$ cat config.mk
export PLATFORM = sky130hd
export DESIGN_NAME = latch_wr_arbiter_flat
export DESIGN_NICKNAME = d
export VERILOG_FILES = /design/src/rtl/latch_wr_arbiter_if.sv /design/src/rtl/latch_wr_arbiter.sv /design/src/flat_wrapper.sv
export SDC_FILE = /design/constraint.sdc
export NUM_CORES = 1
export LEC_CHECK = 0
export CORE_MARGIN = 3
export CORE_UTILIZATION = 25
export DETAILED_ROUTE_END_ITERATION = 12
export GPL_TIMING_DRIVEN = 0
export PLACE_DENSITY = 0.52
export SLEW_MARGIN = 15
export SYNTH_ARGS = -nofsm -noshare
export SYNTH_HDL_FRONTEND = slang
export SYNTH_SLANG_ARGS = --single-unit
export TNS_END_PERCENT = 1
$ cat constraint.sdc
create_clock -name clk -period 2.2 [get_ports clk]
set_input_delay 0.44 -clock clk [delete_from_list [all_inputs] [get_ports clk]]
set_output_delay 0.44 -clock clk [all_outputs]
set_load 0.005 [all_outputs]
$ cat src/rtl/latch_wr_arbiter_if.sv
// Request/grant/latch-bank bus of latch_wr_arbiter.
// master = requester side (drives req/addr/data), slave = the arbiter.
interface latch_wr_arbiter_if #(
    parameter int NREQ = 4,
    parameter int DW   = 8,
    parameter int AW   = 2
);
    logic [NREQ-1:0]      req;
    logic [NREQ*AW-1:0]   req_addr;
    logic [NREQ*DW-1:0]   req_data;
    logic [NREQ-1:0]      gnt;
    logic [NREQ-1:0]      ack;
    logic [(1<<AW)-1:0]   lat_en;
    logic [DW-1:0]        lat_d;
    logic                 busy;

    modport master (
        output req, req_addr, req_data,
        input  gnt, ack, lat_en, lat_d, busy
    );

    modport slave (
        input  req, req_addr, req_data,
        output gnt, ack, lat_en, lat_d, busy
    );
endinterface

$ cat src/rtl/latch_wr_arbiter.sv
// Round-robin write arbiter/sequencer (SETUP/OPEN/HOLD) for a D-latch bank.
// Define LATCH_ARB_FIXED_PRIO_EN for fixed lowest-index-wins priority.
module latch_wr_arbiter #(
    parameter int NREQ = 4,
    parameter int DW   = 8,
    parameter int AW   = 2
) (
    input  logic            clk,
    input  logic            rst_n,
    latch_wr_arbiter_if.slave bus
);
    localparam int IW = (NREQ > 1) ? $clog2(NREQ) : 1;
    localparam int NW = 1 << AW;

    typedef enum logic [1:0] {IDLE, SETUP, OPEN, HOLD} state_t;

    state_t          state_q, state_d;
    logic [NREQ-1:0] gnt_q, gnt_d;
    logic [AW-1:0]   addr_q, addr_d;
    logic [DW-1:0]   data_q, data_d;
`ifndef LATCH_ARB_FIXED_PRIO_EN
    logic [IW-1:0]   ptr_q, ptr_d;
`endif

    logic [NREQ-1:0] cand;
    logic            found;
    logic [IW-1:0]   win;

    // The current winner is excluded while it sits in HOLD.
    always_comb begin
        cand  = (state_q == HOLD) ? (bus.req & ~gnt_q) : bus.req;
        found = 1'b0;
        win   = '0;
`ifdef LATCH_ARB_FIXED_PRIO_EN
        for (int unsigned i = 0; i < NREQ; i++) begin
            if (!found && cand[i]) begin
                found = 1'b1;
                win   = IW'(i);
            end
        end
`else
        for (int unsigned k = 1; k <= NREQ; k++) begin
            int unsigned idx;
            idx = (32'(ptr_q) + k) % NREQ;
            if (!found && cand[idx]) begin
                found = 1'b1;
                win   = IW'(idx);
            end
        end
`endif
    end

    always_comb begin
        state_d = state_q;
        gnt_d   = gnt_q;
        addr_d  = addr_q;
        data_d  = data_q;
`ifndef LATCH_ARB_FIXED_PRIO_EN
        ptr_d   = ptr_q;
`endif
        case (state_q)
            IDLE, HOLD: begin
                if (found) begin
                    state_d = SETUP;
                    gnt_d   = NREQ'(1) << win;
                    addr_d  = bus.req_addr[win*AW +: AW];
                    data_d  = bus.req_data[win*DW +: DW];
`ifndef LATCH_ARB_FIXED_PRIO_EN
                    ptr_d   = win;
`endif
                end else begin
                    state_d = IDLE;
                    gnt_d   = '0;
                end
            end
            SETUP:   state_d = OPEN;
            OPEN:    state_d = HOLD;
            default: state_d = IDLE;
        endcase
    end

    always_ff @(posedge clk or negedge rst_n) begin
        if (!rst_n) begin
            state_q <= IDLE;
            gnt_q   <= '0;
            addr_q  <= '0;
            data_q  <= '0;
`ifndef LATCH_ARB_FIXED_PRIO_EN
            ptr_q   <= IW'(NREQ - 1);
`endif
        end else begin
            state_q <= state_d;
            gnt_q   <= gnt_d;
            addr_q  <= addr_d;
            data_q  <= data_d;
`ifndef LATCH_ARB_FIXED_PRIO_EN
            ptr_q   <= ptr_d;
`endif
        end
    end

    // All outputs decode registered state, so reset clears them immediately.
    assign bus.gnt    = gnt_q;
    assign bus.ack    = (state_q == HOLD) ? gnt_q : '0;
    assign bus.lat_en = (state_q == OPEN) ? (NW'(1) << addr_q) : '0;
    assign bus.lat_d  = data_q;
    assign bus.busy   = (state_q != IDLE);
endmodule

$ cat src/flat_wrapper.sv
// flat-port wrapper written by rule: the top's interface ports become plain ports
module latch_wr_arbiter_flat 
#(
    parameter int NREQ = 4,
    parameter int DW   = 8,
    parameter int AW   = 2
)
  (clk, rst_n, bus_req, bus_req_addr, bus_req_data, bus_gnt, bus_ack, bus_lat_en, bus_lat_d, bus_busy);
  latch_wr_arbiter_if #(.NREQ(NREQ), .DW(DW), .AW(AW)) bus_i ();
  input  logic clk;
  input  logic rst_n;
  input wire logic [$bits(bus_i.req)-1:0] bus_req;
  input wire logic [$bits(bus_i.req_addr)-1:0] bus_req_addr;
  input wire logic [$bits(bus_i.req_data)-1:0] bus_req_data;
  output wire logic [$bits(bus_i.gnt)-1:0] bus_gnt;
  output wire logic [$bits(bus_i.ack)-1:0] bus_ack;
  output wire logic [$bits(bus_i.lat_en)-1:0] bus_lat_en;
  output wire logic [$bits(bus_i.lat_d)-1:0] bus_lat_d;
  output wire logic [$bits(bus_i.busy)-1:0] bus_busy;
  assign bus_i.req = bus_req;
  assign bus_i.req_addr = bus_req_addr;
  assign bus_i.req_data = bus_req_data;
  assign bus_gnt = bus_i.gnt;
  assign bus_ack = bus_i.ack;
  assign bus_lat_en = bus_i.lat_en;
  assign bus_lat_d = bus_i.lat_d;
  assign bus_busy = bus_i.busy;
  latch_wr_arbiter #(.NREQ(NREQ), .DW(DW), .AW(AW)) u_core (.clk(clk), .rst_n(rst_n), .bus(bus_i));
endmodule
Yosys cells after proc, flatten, opt, wreduce, memory -nomap -nowiden
Index checks and enable logic that the tools add are counted.
{"block": "totals", "ff_bits": 18, "output_inout_bits": 21, "input_bits": 46, "word_cells": 54}
{"block": "op_classes", "addsub": 4, "order_cmp": 4, "mux": 22, "n_bitwise": 2, "eq_ne": 3, "shift": 4, "reduce_logical": 10}
{"cell": "$shiftx 32x6->8", "n": 1}
{"cell": "$mux 4", "n": 4}
{"cell": "$lt 2x3->1 const B", "n": 4}
{"cell": "$mux 1", "n": 9}
{"cell": "$bmux 1 s2", "n": 4}
{"cell": "$mux 2", "n": 4}
{"cell": "$shiftx 8x4->2", "n": 1}
{"cell": "$shl 1x2->4 const A", "n": 2}
{"cell": "$pmux 2 s3", "n": 1}
{"cell": "$add 2x1->2 const B", "n": 2}
{"cell": "$add 2x2->2 const B", "n": 2}
{"cell": "$and 4x4->4", "n": 1}
{"cell": "$eq 2x2->1 const B", "n": 2}
{"cell": "$not 4->4", "n": 1}
{"cell": "$logic_and 1x1->1", "n": 3}
{"cell": "$logic_not 1->1", "n": 3}
{"cell": "$eq 2x1->1 const B", "n": 1}
{"cell": "$logic_not 2->1", "n": 1}
{"cell": "$reduce_and 2->1", "n": 1}
{"cell": "$reduce_bool 2->1", "n": 1}
{"cell": "$reduce_or 2->1", "n": 1}

Logic depth before layout (Yosys ltp)
Gate-level depths: netlist of the first run.
{"block": "logic_depth", "depth_word": 17, "depth_mapped": 9, "depth_no_buf": 7}

Worst setup path before layout of the first run
OpenSTA, ideal clock, no wires.
{"block": "synth_timing", "kind": "flip-flop to flip-flop", "from": "reg u_core.state_q[1]", "to": "reg u_core.addr_q[0]", "slack_ns": 0.256, "required_time_ns": 2.062, "path_stages_with_launch": 10, "period_less_slack_ns": 1.944, "t_arrival_ns": 1.806, "path_buffers": 2, "setup_ns": 0.138, "cell_sequence": "dfrtp_1 -> ha_1 -> buf_6 -> a21bo_4 -> o22ai_1 -> a22oi_2 -> o211ai_4 -> buf_6 -> mux2i_1 -> o221ai_1"}
{"block": "synth_via", "elab_chain_cells": 15, "word_cells_on_any_way": 28, "cone_classes": "eq/ne (1); shift (1); mux (17); reduce/logical (9)"}
{"element": "start: declaration", "line": "latch_wr_arbiter.sv:17", "source": "state_t state_q, state_d;"}
{"element": "start signal: assignment", "line": "latch_wr_arbiter.sv:92", "source": "state_q <= state_d;"}
{"element": "$eq 2x2->1", "line": "latch_wr_arbiter.sv:31, latch_wr_arbiter.sv:61"}
{"element": "$mux 4", "line": "latch_wr_arbiter.sv:31", "source": "cand = (state_q == HOLD) ? (bus.req & ~gnt_q) : bus.req;"}
{"element": "$bmux 1 s2", "line": "latch_wr_arbiter.sv:45", "source": "if (!found && cand[idx]) begin"}
{"element": "$mux 1 (not written as such)", "line": "latch_wr_arbiter.sv:45"}
{"element": "$mux 1", "line": "latch_wr_arbiter.sv:45"}
{"element": "$logic_not 1->1", "line": "latch_wr_arbiter.sv:45"}
{"element": "$logic_and 1x1->1", "line": "latch_wr_arbiter.sv:45"}
{"element": "$mux 1", "line": "latch_wr_arbiter.sv:45"}
{"element": "$logic_not 1->1", "line": "latch_wr_arbiter.sv:45"}
{"element": "$logic_and 1x1->1", "line": "latch_wr_arbiter.sv:45"}
{"element": "$mux 1", "line": "latch_wr_arbiter.sv:45"}
{"element": "$logic_not 1->1", "line": "latch_wr_arbiter.sv:45"}
{"element": "$logic_and 1x1->1", "line": "latch_wr_arbiter.sv:45"}
{"element": "$mux 2 or $mux 1 (tied branches)", "line": "latch_wr_arbiter.sv:45"}
{"element": "$shiftx 8x4->2 or $reduce_and 2->1 (tied branches)"}
{"element": "end signal: assignment", "line": "latch_wr_arbiter.sv:94", "source": "addr_q <= addr_d;"}
{"element": "end: declaration", "line": "latch_wr_arbiter.sv:19", "source": "logic [AW-1:0] addr_q, addr_d;"}
Several ways; a longest one is shown, not always the timed one. The select of a mux whose other input is x is not followed.
A chain may end at the register's enable or synchronous reset.

Worst setup path after layout of the first run
{"block": "layout_timing", "from": "reg u_core.state_q[0]", "to": "out bus_lat_en[0]"}
{"block": "layout_via", "elab_chain_cells": 2}
{"element": "$eq 2x2->1", "line": "latch_wr_arbiter.sv:105", "source": "assign bus.lat_en = (state_q == OPEN) ? (NW'(1) << addr_q) : '0;"}
{"element": "$mux 4", "line": "latch_wr_arbiter.sv:105"}
{"element": "end: declaration", "line": "flat_wrapper.sv:17", "source": "output wire logic [$bits(bus_i.lat_en)-1:0] bus_lat_en;"}
Every way passes these cells.

==> results of run 1 <==
## area by class of cell
class | count | area, sq um | area share
well taps | 67 | 83.83 | 0.03790
flip-flops and latches | 18 | 452.9 | 0.2048
plain buffers | 8 | 73.82 | 0.03337
inverters | 8 | 30.03 | 0.01357
repair buffers | 72 | 755.7 | 0.3416
clock buffers | 4 | 55.05 | 0.02489
multi-input cells | 97 | 760.7 | 0.3439
## stage by stage
step | hold slack (ns) | setup slack [ns]
6_report | 0.4983 | 0.08117
5_1_grt | 0.5422 | 0.01676
4_1_cts | 0.4985 | 0.005281
3_5_place_dp | 0.4786 | -0.3075
3_3_place_gp | 0.4733 | -0.3157
2_1_floorplan | 0.1444 | 0.2564
## worst max-delay path, delay by kind of cell, from the launching register on
family        cells  cell delay [ns]
flops             1             0.39
simple gates      1             0.20
fa+ha+maj         1             0.15
buf+inv           3             0.69
## sequential cells by signal (all words and copies together), names as in the netlist
signal            flops
u_core.state_q        2
u_core.addr_q         2
u_core.bus.gnt        4
u_core.bus.lat_d      8
u_core.ptr_q          2
## repair_timing
item                                    in CTS  in global routing
gates resized for setup                      3                 14
hold endpoints to repair                     0                  0
pin swaps                                    1                  2
endpoints found under the setup margin      11                 16
setup buffers                                1                  3
gates cloned                                 0                  2
## cells in the mapped netlist (3+ instances only)
cell      count  area [sq um]
o221ai_1     11         96.34
nor2_1        5         18.77
ha_1          3         37.54
nand2_1      22         82.58
buf_6         3         33.78
nor3_1        3         15.01
dfrtp_1      16         400.4
mux2i_1      21         210.2
inv_1         8         30.03
buf_2         3         15.01
o21ai_0       7         35.03
and2_1        3         18.77
## metal layers
layer	vias up	track usage
li1	622	-
met1	576	0.1697
met2	50	0.2073
met3	2	0.03521
met4	0	0.02717
met5	-	0
## power breakdown
part	total (mW)	internal (mW)	switching [mW]
registers	0.667	0.523	0.144
logic	2.16	1.19	0.969
clock network	0.270	0.159	0.112
total	3.09	1.87	1.22
## cell families after synthesis
kind of cell               Yosys count  synth area share
and+or+nand+nor                     41            0.1491
AOI/OAI and AO/OA                   31            0.2048
adders and majority gates            3           0.02982
DFF                                 18            0.3598
buffers and inverters               16           0.07752
muxes                               22            0.1789
## worst max-delay path by stage
stage,from,endpoint,slack [ns],depth (start not counted)
2_1_floorplan,u_core.state_q[1],u_core.addr_q[0],0.26,9
3_3_place_gp,bus_req[1],u_core.bus.lat_d[7],-0.32,8
3_5_place_dp,bus_req[1],u_core.bus.lat_d[6],-0.31,8
4_1_cts,u_core.state_q[0],bus_lat_en[0],0.005,5
5_1_grt,u_core.state_q[0],u_core.bus.lat_d[5],0.02,8
6_report,u_core.state_q[0],bus_lat_en[0],0.08,5
==> results_dict.tcl, run 1 <==
set metrics [dict create \
    async_flop_share 1.000 \
    routed.top_layer "met4" \
    cts.hold.buffers_added 0 \
    die_area_sq_um 5922 \
    synth.distinct_cells 33 \
    start_kind "register" \
    worstPathCellList "inv_2 -> ha_4 -> inv_1 -> nor3_2 -> clkdlybuf4s50_1" \
    relSlewSlack 0.4293 \
    htreeDepth 1 \
    dp.cells 264 \
    wl_met3_um 284 \
    netlist_area_sq_um 1259 \
    r2r-start "u_core.state_q[0]" \
    synth_edf_count 0 \
    routed_via_density 4.562 \
    arrival_ns 1.68 \
    finalNonFillerCells 274 \
    nets 257 \
    clock-sinks 18 \
    ios 67 \
    whs_endpoint "u_core.bus.lat_d[6]" \
    setup_viol 0 \
    diodes 0 \
    wl_per_cell_um 13.70 \
    hold_class "register to register" \
    leakagePower_nw 0.9616 \
    max_freq_mhz 472.0 \
    power_density_nw_per_um2 1398 \
    numPortBuffers 66 \
    critPathRequiredTime_ns 1.76 \
    vias 1250 \
    ys_seq_area_frac 0.3598 \
    peakVddDrop_mv 0.5508 \
    cap_viol_max_count 0 \
    synth_nets 180 \
    clk_pin_slew_ns 0.07 \
    r2r_slack_ns 0.15 \
    hold_start "u_core.bus.lat_d[6]" \
    drt_iter0_drc 33 \
    final_common_cell "clkdlybuf4s50_1" \
    core-area_sq_um 4786 \
    finalHoldViolations 0 \
    grt_first_pass_wirelength_um 6272 \
    globalplace.congestion 0.7818 \
    finalSetupTns_ns 0 \
    yosys_warnings 0 \
    max_stage_delay_ns 0.54 \
    min_path_cells 2 \
    design_area_sq_um 2212 \
    path_max_fanout 4 \
    final.min_clock_period_ns 2.119 \
    gr-usage-all-layers 0.1280 \
    dr.pass1.iters 4 \
    rsz0062_at_grt "false" \
    syn2layout_area_growth_pct 75.75 \
    clockBufferDepth 2 \
    dpl.hpwl_um 2866 \
    total_power_mw 3.093 \
    grt_max_degree 19 \
    grt_antenna_before_repair 0 \
    tightest_slew_ns 0.8534 \
    end_kind "primary output" \
    syn_area_per_cell_sq_um 9.608 \
    worstSetupPathType "register to primary output" \
    grt_pass1_vias 1305 \
    fin_util 0.4622 \
    cpMaxStageDelayCell "clkdlybuf4s50_1" \
    ant_nets 0 \
    rr_worst_depth 10 \
    synth-seq-cells 18 \
    drc 0 \
    dr_wl_met2_um 1716 \
    placed_area_sq_um 2003 \
    postSynthCellCount 131 \
    die_h_um 76.96 \
    status "completed" \
    cts_made_buffers 3 \
    cts_tree "yes" \
    die_w_um 76.96 \
    layout-drive-gt1-share 0.1787 \
    fill_cells 482 \
    final.setup_skew_ns 0.005233 \
    wirelength_um 3754 \
    synth_ff_type "dfrtp_1" \
    drv_slew 0 \
    fin_crit_sh 0.9631 \
    reg2reg_to "u_core.bus.lat_d[5]" \
    row_count 25 \
    grt_overflow 0 \
    wirelength_met1_um 1739 \
    clk_latency_ns 0.25 \
    cts_root_buf "clkbuf_8" \
    final_cell_mix "65 x clkdlybuf4s50_1, 22 x nand2_1, 20 x mux2i_1" \
    initial_core_util 0.2630 \
]
No activity file was read; power rests on OpenSTA's default activity.
==> inputs of run 2 (changes only) <==
Settings changed: CORE_MARGIN 3 to 2.
==> run 2 against run 1 <==
Clock power fell by 15%. Critical path type unchanged. Final area fell by 4.8%. Via count rose by 0.88%. Utilization fell by 2.2 points. Power fell by 8.5%. Count of clock-buffer cells in the layout fell by 1. Largest power group unchanged. Largest cell class unchanged. First-iteration DRC count fell by 9.1%. Worst hold slack got worse by 0.014 ns. Register-to-register slack got worse by 0.03 ns. Clock skew rose by 0.0011 ns. Critical endpoint is now bus_ack[2]. Sequential share of layout area rose by 1.0 points. Routed wire length fell by 1.4%.
==> results_dict.tcl, run 2 (synthesis gave the netlist of run 1 again) <==
set metrics [dict create \
    final.setup_skew_ns 0.006320 \
    min_path_cells 2 \
    fin_util 0.4400 \
    power_density_nw_per_um2 1344 \
    nets 253 \
    globalplace.congestion 0.7053 \
    dp.cells 264 \
    grt_antenna_before_repair 0 \
    cts.hold.buffers_added 0 \
    cts_made_buffers 3 \
    row_count 25 \
    finalHoldViolations 0 \
    r2r-start "u_core.state_q[1]" \
    r2r_slack_ns 0.12 \
    grt_overflow 0 \
    final_cell_mix "64 x clkdlybuf4s50_1, 22 x nand2_1, 21 x mux2i_1" \
    cts_tree "yes" \
    clock-sinks 18 \
    cpLargestDelayFamily "buffers and inverters" \
    final.min_clock_period_ns 2.114 \
    setup_viol 0 \
    status "completed" \
    end_kind "primary output" \
    grt_pass1_vias 1292 \
    arrival_ns 1.67 \
    largest_reg_flops 8 \
    drv_slew 0 \
    reg2reg_to "u_core.bus.lat_d[3]" \
    die_h_um 74.96 \
    rr_worst_depth 9 \
    rsz0062_at_grt "true" \
    fin_crit_sh 0.9609 \
    max_freq_mhz 473.0 \
    worstPathCellList "ha_2 -> buf_6 -> and2_1 -> clkdlybuf4s50_1" \
    cpMaxStageDelayCell "clkdlybuf4s50_1" \
    ios 67 \
    leakagePower_nw 0.9376 \
    die_w_um 74.96 \
    max_stage_delay_ns 0.50 \
    gr-usage-all-layers 0.1376 \
    vias 1261 \
    path_max_fanout 10 \
    clk_pin_slew_ns 0.07 \
    layout-drive-gt1-share 0.1337 \
    wirelength_um 3702 \
    core-area_sq_um 4786 \
    placed_area_sq_um 2003 \
    hold_class "register to register" \
    total_power_mw 2.830 \
    cp.buffers_inverters 2 \
    clk_latency_ns 0.25 \
    clockBufferDepth 2 \
    cap_viol_max_count 0 \
    initial_core_util 0.2630 \
    ant_nets 0 \
    grt_max_degree 19 \
    dpl.hpwl_um 2959 \
    grt_first_pass_wirelength_um 5982 \
    tightest_slew_ns 0.8353 \
    numPortBuffers 66 \
    final_common_cell "clkdlybuf4s50_1" \
    hold_start "u_core.bus.lat_d[4]" \
    drt_iter0_drc 30 \
    dr.pass1.iters 4 \
    finalNonFillerCells 269 \
    cts_root_buf "clkbuf_8" \
    die_area_sq_um 5618 \
    relSlewSlack 0.4414 \
    start_kind "register" \
    routed_via_density 4.688 \
    post-place-ws_ns -0.3381 \
    critPathRequiredTime_ns 1.76 \
    worst_slack_ns 0.08600 \
    design_area_sq_um 2106 \
    diodes 0 \
    syn2layout_area_growth_pct 67.30 \
    whs_endpoint "u_core.bus.lat_d[4]" \
    worstSetupPathType "register to primary output" \
    htreeDepth 1 \
    peakVddDrop_mv 0.6522 \
    drc 0 \
    wl_per_cell_um 13.76 \
]
run 2: cell type report:
| type | count | area, sq um |
|---|---|---|
| fillers | 489 | 2680 |
| multi-input cells | 97 | 738.2 |
| repair buffers | 68 | 680.7 |
| flip-flops and latches | 18 | 452.9 |
| well taps | 67 | 83.83 |
| plain buffers | 8 | 78.83 |
| clock buffers | 3 | 41.29 |
| inverters | 8 | 30.03 |
run 2: how the worst max path moves through the flow:
| stage | startpoint | endpoint | slack [ns] | depth (start not counted) |
|---|---|---|---|---|
| finish | u_core.state_q[1] | bus_ack[2] | 0.09 | 4 |
| global route | bus_req[1] | u_core.bus.lat_d[3] | -0.01 | 8 |
| CTS | u_core.state_q[0] | bus_lat_en[0] | 0.01 | 5 |
| detailed placement | bus_req[1] | u_core.bus.lat_d[6] | -0.34 | 8 |
| global placement | bus_req[1] | u_core.bus.lat_d[5] | -0.32 | 8 |
| floorplan | u_core.state_q[1] | u_core.addr_q[0] | 0.26 | 9 |
run 2: worst register-to-register path, stage by stage (launching register included):
cell      delay, ns
dfrtp_1        0.41
ha_2           0.22
buf_6          0.15
a21bo_4        0.22
o22ai_1        0.15
a22oi_2        0.12
o211ai_4       0.14
buf_8          0.19
mux2i_1        0.22
o221ai_1       0.13
run 2: layer usage:
layer,up-vias,track usage,part of all wire
met5,-,0,0
met4,0,0.04167,0.010
met3,4,0.02544,0.077
met2,55,0.2398,0.50
met1,584,0.1724,0.41
li1,618,-,-
run 2: power by group:
part	internal (mW)	switching, mW
logic	1.01	0.921
registers	0.523	0.142
clock network	0.122	0.108
total	1.66	1.17
run 2: stage by stage:
stage | hold WS [ns] | TNS, ns
after global placement | 0.4721 | -3.814
final | 0.4845 | 0
after CTS | 0.4910 | 0
after detailed placement | 0.4761 | -3.866
after floorplan | 0.1444 | 0
after global routing | 0.5161 | -0.02029
run 2: what timing repair did:
| action | CTS | global route |
|---|---|---|
| pin swaps | 1 | 4 |
| hold endpoints to repair | 0 | 0 |
| buffers inserted | 2 | 0 |
| endpoints found under the setup margin | 10 | 15 |
| resized for setup | 2 | 12 |
==> inputs of run 3 (changes only) <==
Settings changed: CORE_ASPECT_RATIO set to 1.4.
==> run 3 against run 2 <==
Routed wire length up 1.5%. Register-to-register slack about the same. Clock skew shrank 0.0032 ns. Utilization up 0.78 points. Count of clock-buffer cells in the layout grew 1. Setup slack improved by 0.013 ns. Critical endpoint is now u_core.bus.lat_d[6].
==> results_dict.tcl, run 3 (synthesis gave the netlist of run 1 again) <==
set metrics [dict create \
    cts_made_buffers 3 \
    nets 255 \
    p_sw_mw 1.203 \
    r2r-start "u_core.state_q[1]" \
    die_area_sq_um 5626 \
    whs_endpoint "u_core.bus.lat_d[5]" \
    fin_crit_sh 0.9549 \
    globalplace.congestion 0.7526 \
    core-area_sq_um 4842 \
    seqCellArea_sq_um 452.9 \
    routed_via_density 4.628 \
    worstSetupPathType "input pin to register" \
    layout-drive-gt1-share 0.1415 \
    hold_class "register to register" \
    design_area_sq_um 2168 \
    start_kind "input pin" \
    die_h_um 87.96 \
    clock-sinks 18 \
    grt_antenna_before_repair 0 \
    dpl.hpwl_um 2887 \
    largest_reg_flops 8 \
    leakagePower_nw 0.9707 \
    numPortBuffers 66 \
    tightest_slew_ns 0.8280 \
    critPathRequiredTime_ns 2.33 \
    path_max_fanout 5 \
    cap_viol_max_count 0 \
    swShare 0.3941 \
    hold_start "u_core.bus.lat_d[5]" \
    clk_latency_ns 0.26 \
    clk_pin_slew_ns 0.07 \
    diodes 0 \
    ios 67 \
    peakVddDrop_mv 0.4683 \
    cts_root_buf "clkbuf_8" \
    final.min_clock_period_ns 2.101 \
    total_power_mw 3.052 \
    r2r_slack_ns 0.13 \
    reg2reg_to "u_core.bus.lat_d[6]" \
    p_int_mw 1.849 \
    clockBufferDepth 2 \
    relSlewSlack 0.4463 \
    wirelength_um 3757 \
    final_cell_mix "64 x clkdlybuf4s50_1, 22 x nand2_1, 21 x mux2i_1" \
    grt_first_pass_wirelength_um 5940 \
    final.setup_skew_ns 0.003113 \
    syn2layout_area_growth_pct 72.27 \
    wl_per_cell_um 13.97 \
    drt_iter0_drc 33 \
    fill_cells 488 \
    p_clk_frac 0.090 \
    vias 1245 \
    rsz0062_at_grt "true" \
    end_kind "register" \
    min_path_cells 2 \
    cts_tree "yes" \
    grt_overflow 0 \
    power_frac_seq 0.217 \
    row_count 30 \
    drv_slew 0 \
    setup_viol 0 \
    cts.hold.buffers_added 0 \
    final_common_cell "clkdlybuf4s50_1" \
    dr.pass1.iters 4 \
    ant_nets 0 \
    placed_area_sq_um 1999 \
    power_density_nw_per_um2 1408 \
    die_w_um 63.97 \
    grt_pass1_vias 1285 \
    multiInputGateArea_sq_um 726.9 \
    finalHoldViolations 0 \
    gr-usage-all-layers 0.1339 \
    arrival_ns 2.23 \
    p_comb_frac 0.693 \
    htreeDepth 1 \
    initial_core_util 0.2599 \
    finalSetupTns_ns 0 \
    max_freq_mhz 476.0 \
    rr_worst_depth 10 \
    status "completed" \
    drc 0 \
    grt_max_degree 19 \
]
run 3: power groups by stage:
| stage | Clock, mW | Combinational (mW) | Sequential (mW) |
|---|---|---|---|
| final | 0.276 | 2.11 | 0.661 |
| after global routing | 0.298 | 2.33 | 0.691 |
| after CTS | 0.281 | 1.85 | 0.659 |
| after detailed placement | 0 | 1.83 | 0.662 |
| after global placement | 0 | 1.81 | 0.657 |
| after floorplan | 0 | 1.20 | 0.641 |
run 3: metrics by stage:
stage,std cells,util,setup WS [ns],hold slack [ns]
after floorplan,131,-,0.2564,0.1444
after global placement,261,0.4129,-0.3126,0.4746
after detailed placement,261,0.4129,-0.3077,0.4818
after CTS,266,0.4258,0.008208,0.5008
after global routing,269,0.4478,-0.02713,0.5347
final,269,0.4478,0.09928,0.4971
run 3: layer usage:
| layer | vias up | track usage | wire (um) |
|---|---|---|---|
| li1 | 616 | - | - |
| met1 | 584 | 0.1452 | 1449 |
| met2 | 41 | 0.2718 | 2128 |
| met3 | 4 | 0.003856 | 128 |
| met4 | 0 | 0.04743 | 50 |
| met5 | - | 0 | 0 |
run 3: layout make-up:
| cell class | count | share of cell area |
|---|---|---|
| multi-input combinational | 97 | 0.3353 |
| clock buffer | 4 | 0.02539 |
| timing repair buffer | 70 | 0.3445 |
| buffer | 8 | 0.03520 |
| inverter | 8 | 0.01385 |
| tap | 64 | 0.03693 |
| sequential | 18 | 0.2089 |
run 3: critical path, cell delays in order:
cell and delay [ns]:
clkdlybuf4s50_1 0.48, a21boi_2 0.21, a31oi_1 0.06, o22a_1 0.22, o211ai_4 0.19, buf_12 0.15
buf_12 0.12, mux2i_1 0.21, o221ai_1 0.13
run 3: worst max path at each step:
stage / from / endpoint / slack, ns / cells after the start
after global routing: bus_req[1] / u_core.bus.lat_d[7] / -0.03 / 9
after detailed placement: bus_req[1] / u_core.bus.lat_d[5] / -0.31 / 8
after CTS: u_core.state_q[1] / u_core.addr_q[1] / 0.008 / 8
after global placement: bus_req[1] / u_core.addr_q[1] / -0.31 / 8
final: bus_req[1] / u_core.bus.lat_d[6] / 0.1 / 9
after floorplan: u_core.state_q[1] / u_core.addr_q[0] / 0.26 / 9
run 3: timing repair:
item	CTS	global route
pin swaps	1	1
resized for setup	0	11
endpoints found under the setup margin	10	15
buffers inserted	1	1
cloned	0	2
